`src/rtl/lc3b_types.sv`:
```
// Shared LC-3b pipeline types: memory-access FSM state encoding for the pipeline controller.
package lc3b_types;

    typedef enum logic {
        S_RUN  = 1'b0,
        S_IND2 = 1'b1
    } lc3b_pctl_state;

endpackage

```
`src/rtl/sat_counter.sv`:
```
// Saturating up-counter: one-cycle registered count, holds at all-ones instead of wrapping.
// No flow control; synchronous active-high reset clears the count.
module sat_counter #(
    parameter int WIDTH = 16
) (
    input  logic             clk,
    input  logic             reset,
    input  logic             inc,
    output logic [WIDTH-1:0] count
);

    always_ff @(posedge clk) begin
        if (reset) begin
            count <= '0;
        end else if (inc && (count != '1)) begin
            count <= count + WIDTH'(1);
        end
    end

endmodule

```
`src/rtl/pipeline_control.sv`:
```
// LC-3b pipeline controller: stage loads/flushes and memory strobes, all combinational (zero latency).
// Any outstanding fetch or data access freezes every stage register; stalled cycles are counted.
module pipeline_control
    import lc3b_types::*;
#(
    parameter int STALL_CNT_W = 16
) (
    input  logic                   clk,
    input  logic                   reset,
    input  logic                   imem_resp,
    input  logic                   dmem_req,
    input  logic                   mem_is_store,
    input  logic                   mem_indirect,
    input  logic                   dmem_resp,
    input  logic                   load_use,
    input  logic                   branch_taken,
    output logic                   imem_read,
    output logic                   dmem_read,
    output logic                   dmem_write,
    output logic                   indir_phase,
    output logic                   load_pc,
    output logic                   load_if_id,
    output logic                   load_id_ex,
    output logic                   load_ex_mem,
    output logic                   load_mem_wb,
    output logic                   flush_if_id,
    output logic                   flush_id_ex,
    output logic                   flush_ex_mem,
    output logic [STALL_CNT_W-1:0] stall_cycles
);

    lc3b_pctl_state state, next_state;
    logic           access_done;
    logic           mem_stall;
    logic           fetch_ok;
    logic           global_stall;
    logic           imem_done_q;

    always_ff @(posedge clk) begin
        if (reset) begin
            state <= S_RUN;
        end else begin
            state <= next_state;
        end
    end

    // Indirect accesses take two data-memory round trips: pointer read, then the real access.
    always_comb begin
        next_state  = state;
        dmem_read   = 1'b0;
        dmem_write  = 1'b0;
        indir_phase = 1'b0;
        access_done = 1'b0;
        case (state)
            S_RUN: begin
                if (dmem_req) begin
                    dmem_read  = !mem_is_store | mem_indirect;
                    dmem_write = mem_is_store & !mem_indirect;
                    if (dmem_resp) begin
                        if (mem_indirect) begin
                            next_state = S_IND2;
                        end else begin
                            access_done = 1'b1;
                        end
                    end
                end
            end
            S_IND2: begin
                indir_phase = 1'b1;
                if (dmem_req) begin
                    dmem_read  = !mem_is_store;
                    dmem_write = mem_is_store;
                    if (dmem_resp) begin
                        next_state  = S_RUN;
                        access_done = 1'b1;
                    end
                end
            end
            default: next_state = S_RUN;
        endcase
        if (reset) begin
            dmem_read   = 1'b0;
            dmem_write  = 1'b0;
            indir_phase = 1'b0;
        end
    end

    assign mem_stall    = dmem_req & !access_done;
    assign fetch_ok     = imem_resp | imem_done_q;
    assign global_stall = mem_stall | !fetch_ok;
    assign imem_read    = !fetch_ok & !reset;

    // Remember a fetch that completed while the pipe was frozen so it is not re-requested.
    always_ff @(posedge clk) begin
        if (reset) begin
            imem_done_q <= 1'b0;
        end else if (!global_stall) begin
            imem_done_q <= 1'b0;
        end else if (imem_resp) begin
            imem_done_q <= 1'b1;
        end
    end

    always_comb begin
        load_pc      = 1'b0;
        load_if_id   = 1'b0;
        load_id_ex   = 1'b0;
        load_ex_mem  = 1'b0;
        load_mem_wb  = 1'b0;
        flush_if_id  = 1'b0;
        flush_id_ex  = 1'b0;
        flush_ex_mem = 1'b0;
        if (reset) begin
            flush_if_id  = 1'b1;
            flush_id_ex  = 1'b1;
            flush_ex_mem = 1'b1;
        end else if (!global_stall) begin
            load_id_ex  = 1'b1;
            load_ex_mem = 1'b1;
            load_mem_wb = 1'b1;
            if (branch_taken) begin
                load_pc      = 1'b1;
                load_if_id   = 1'b1;
                flush_if_id  = 1'b1;
                flush_id_ex  = 1'b1;
                flush_ex_mem = 1'b1;
            end else if (load_use) begin
                flush_id_ex = 1'b1;
            end else begin
                load_pc    = 1'b1;
                load_if_id = 1'b1;
            end
        end
    end

    sat_counter #(
        .WIDTH(STALL_CNT_W)
    ) u_stall_cnt (
        .clk   (clk),
        .reset (reset),
        .inc   (global_stall & !reset),
        .count (stall_cycles)
    );

endmodule

```
`config.mk`:
```
export PLATFORM = sky130hd
export DESIGN_NAME = pipeline_control
export DESIGN_NICKNAME = d
export VERILOG_FILES = /design/src/rtl/lc3b_types.sv /design/src/rtl/sat_counter.sv /design/src/rtl/pipeline_control.sv
export SDC_FILE = /design/constraint.sdc
export NUM_CORES = 1
export LEC_CHECK = 0
export ABC_AREA = 1
export BUFFER_PORTS_ARGS = -buffer_cell sky130_fd_sc_hd__buf_2
export CAP_MARGIN = 20
export CORE_MARGIN = 2
export CORE_UTILIZATION = 48
export CTS_BUF_LIST = sky130_fd_sc_hd__clkbuf_4 sky130_fd_sc_hd__clkbuf_8
export DETAILED_ROUTE_END_ITERATION = 8
export GPL_TIMING_DRIVEN = 0
export PLACE_DENSITY = 0.89
export SYNTH_ARGS = -nofsm -noshare
export SYNTH_HDL_FRONTEND = slang
export SYNTH_SLANG_ARGS = --single-unit
```
`constraint.sdc`:
```
create_clock -name clk -period 1.4 [get_ports clk]
set_input_delay 0 -clock clk [delete_from_list [all_inputs] [get_ports clk]]
set_output_delay 0 -clock clk [all_outputs]
set_load 0.03 [all_outputs]
```
# == Yosys cells after proc, flatten, opt, wreduce, memory -nomap -nowiden ==
# Index checks and enable logic that the tools add are counted.
# op_classes
n_reduce_logical,7
bitwise,9
n_mux,35
n_eq_ne,1
add_sub_neg,1
# op_table
op,n
1-bit 2-to-1 mux,31
"16-bit by 1-bit adder with 16-bit output, second input constant",1
"16-bit inequality test, second input constant",1
1-bit case mux with 2 select lines,4
1-bit logical NOT,5
1-bit AND,4
1-bit bitwise OR,3
1-bit NOT,2
2-bit OR reduction,1
1-bit logical AND,1
# totals
in_bits,9
out_inout_bits,28
regBits,18
elab_cells,56

# == Longest topological paths before layout ==
# logic_depth
word_depth,9
ltp_mapped,10
depth_no_buf,9

# == By module ==
# A second synthesis with hierarchy kept.
# hier_totals
hier_cells,186
area_unflattened_um2,1163.6
# modules_own_cells
module,n_inst,seq_area_each_um2,cells_each,area_each_um2
sat_counter,1,320.3,149,929.6
pipeline_control,1,40.0,37,234.0

# == Least setup slack after synthesis ==
# No wires, ideal clock.
# synth_path
path_kind,register -> register
startpoint,reg u_stall_cnt.count[0]
endpoint,reg u_stall_cnt.count[15]
arrival_time_ns,1.588
t_required_ns,1.268
path_stages_with_launch,10
path_buffers,1
slack_ns,-0.320
setup_ns,0.132
period_less_slack_ns,1.720
path_cell_list,dfxtp_1 > ha_1 > nand3_2 > inv_2 > nand2_4 > nor2_8 > nor2_4 > buf_6 > nand2_1 > a21oi_1
# synth_via
elab_chain_cells,2
elab_cells_between_ends,3
cone_classes,1 x add/sub; 1 x eq/ne; 1 x reduce/logical
# synth_rtl
item,line,source
"start, declared",sat_counter.sv:9,output logic [WIDTH-1:0] count
"start signal, assigned",sat_counter.sv:16,count <= count + WIDTH'(1);
"parallel branches: the longest is 2 deep, another holds 16-bit by 1-bit adder with 16-bit output",n/a,
# Parallel ways; which one is timed is not known.
# A chain may end at the register's enable or synchronous reset.

# == Final worst setup path ==
# layout_path
startpoint,reg u_stall_cnt.count[3]
endpoint,reg u_stall_cnt.count[15]
# The elaborated chain is that of the path after synthesis.

==> flow_metrics.tcl <==
set metrics [dict create \
    status "finished, violations left" \
    violations "setup timing" \
    die_width_um 54.21 \
    use_met1_pct 32.10 \
    cp-start-kind "flip-flop" \
    yosysTopAreaCell "dfxtp_1" \
    cts_tree "done" \
    worst_slew_pin_slew_ns 0.7170 \
    crit_fanout 5 \
    rsz0062_at_grt "yes" \
    syn-mean-instance-area_sq_um 6.505 \
    grt.total_usage_pct 27.74 \
    initial_core_util_pct 49.74 \
    rows 18 \
    reg2reg_slack_ns -0.29 \
    use_met3_pct 5.556 \
    finalWorstSetupSlack_ns -0.2949 \
    use_met2_pct 49.80 \
    ys_ff_latch 18 \
    routed_wl_mm 4.770 \
    final_cells 281 \
    insertion_delay_ns 0.32 \
    synth_common_cells "nand2_1, inv_1, nor2_1, dfxtp_1, a21oi_1" \
    powerDensity_nw_per_um2 641.4 \
    grt_max_degree 11 \
    clock_sinks 18 \
    fin_total_pwr_w 0.001249 \
    r2r_cells 7 \
    p_leak_nw 0.9008 \
    drtIter0Drc 82 \
    fin_crit_ns 1.695 \
    via_per_inst 5.865 \
    report.final.slew_viol_count 0 \
    die_h_um 54.21 \
    clkTransAtPathRegs_ns 0.12 \
    synth_seq_area_share_pct 29.78 \
    ir_drop_mv 0.4938 \
    period_share_pct 121.1 \
    synth_edf_count 0 \
    drcViolationCount 0 \
    holdPathStages 4 \
    relSlewSlack_pct 52.20 \
    drive_gt1_share_pct 54.58 \
    yosysWarnings 0 \
    cts_buffer_depth 2 \
    grt_pass1_wl_mm 5.802 \
    fmax_mhz 590.0 \
    wl_per_cell_um 16.98 \
    place.gp.congestion 0.8787 \
    syn_inst 186 \
    async_flop_share_pct 0 \
    final-hold-violation-count 0 \
    placed_cells 252 \
    grt.overflow.total 0 \
    synthTopCellsByArea "dfxtp_1, nand2_1, inv_1, nor2_1, a21oi_1" \
    worstPathArrival_ns 1.88 \
    setup_viol 22 \
    drv_cap 0 \
    ys_types 31 \
    path_class "reg2reg" \
    ys.flop_type "dfxtp_1" \
    grt_pass1_vias 1316 \
    pin_count 37 \
    synth_nets 196 \
    dr.pass1.iters 5 \
    yosysMostFrequentCell "nand2_1" \
    syn_area_sq_um 1210 \
    required_ns 1.59 \
    die_area_sq_um 2938 \
    postRouteAntennaNets 0 \
    cts_buffers 3 \
    synth_top_area_share_pct 29.78 \
    n_antenna_cell 0 \
    hpwl_mm 2.187 \
    syn2layout_area_growth_pct 61.01 \
    antenna_found_initial 0 \
    nets 262 \
    hp-class "in2reg" \
    core_sq_um 2432 \
    htree_levels 1 \
    num_vias 1648 \
    busiest_layer "met2" \
    clock_skew_ns 0.003254 \
    cp-end-kind "flip-flop" \
    root_buffer "clkbuf_4" \
    numPortBuffers 36 \
]
[repair_timing]
action,4_1_cts,5_1_grt
setup buffers,12,11
hold endpoints to repair,1,0
cloned,1,1
pin swaps,18,21
gates resized for setup,29,39
hold buffers,1,0
endpoints found under the setup margin,18,25
[flip-flops by register name, indices dropped and copies added (netlist names)]
| signal | flops |
|---|---|
| u_stall_cnt.count | 16 |
| imem_done_q | 1 |
| state | 1 |
[layer usage]
layer | wire (um) | vias up
li1 | - | 728
met1 | 1620 | 747
met2 | 2353 | 131
met3 | 496 | 42
met4 | 300 | 0
met5 | 0 | -
[stage by stage]
step | setup slack, ns | util, % | hold WS, ns | setup TNS [ns] | cell area [sq um]
6_report | -0.2949 | 80.09 | 0.005557 | -2.056 | 1948
3_3_place_gp | -0.08819 | 61.06 | 0.3008 | -0.5545 | 1485
4_1_cts | -0.1375 | 70.94 | 0.01341 | -1.234 | 1725
5_1_grt | -0.3629 | 80.09 | 0.02026 | -3.775 | 1948
3_5_place_dp | -0.1280 | 61.06 | 0.3117 | -0.7700 | 1485
2_1_floorplan | -0.01181 | - | 0.1607 | -0.01184 | 1267
[power breakdown]
group	switching (W)	internal, W
Clock	0.000200	0.000159
Combinational	0.000202	0.000157
Sequential	0.0000126	0.000519
[kinds of logic (layout without fill, tap and decap cells)]
| group | Yosys count | after routing | synth area share, % |
|---|---|---|---|
| simple gates | 97 | 97 | 37.54 |
| compound gates | 35 | 35 | 15.41 |
| xor+xnor | 6 | 6 | 4.344 |
| fa+ha+maj | 1 | 1 | 1.034 |
| flops | 18 | 18 | 29.78 |
| buf+inv | 29 | 94 | 11.89 |
[critical path: stages (launching register included)]
cell and delay (ns):
dfxtp_2 0.43, nand2_1 0.13, nor2_1 0.27, nand2_1 0.18
o21ai_0 0.28, nand2_1 0.14, nand2_2 0.08, a21oi_2 0.04
[final cells by class]
type                            instances  area (sq um)
Tap cell                               30         37.54
Fill cell                             149         484.2
Clock buffer                            4         36.28
Multi-Input combinational cell        139         860.8
Timing Repair Buffer                   61         445.4
Buffer                                  9         92.59
Inverter                               20         80.08
Sequential cell                        18         395.4
[cell usage in the layout, fill, tap and decap left out, types with 4 or more instances in the layout]
cell and n:
buf_6 12, dfxtp_2 13, nor2_1 17, o21ai_2 4, buf_2 28, a21oi_2 9
a21oi_1 5, nand4_1 7, inv_1 17, nand3_1 7, buf_4 24, nand2_4 4
nand2_2 14, dfxtp_4 5, o21ai_1 10, nand2_1 39
[path summary, 6_finish.rpt]
path | startpoint | endpoint
worst max-delay path | u_stall_cnt.count[3] | u_stall_cnt.count[15]
worst min-delay path | dmem_resp | state
worst max register to register | u_stall_cnt.count[3] | u_stall_cnt.count[15]
worst min register to register | u_stall_cnt.count[5] | u_stall_cnt.count[5]
Note: power is estimated with default switching activity, not from simulation.
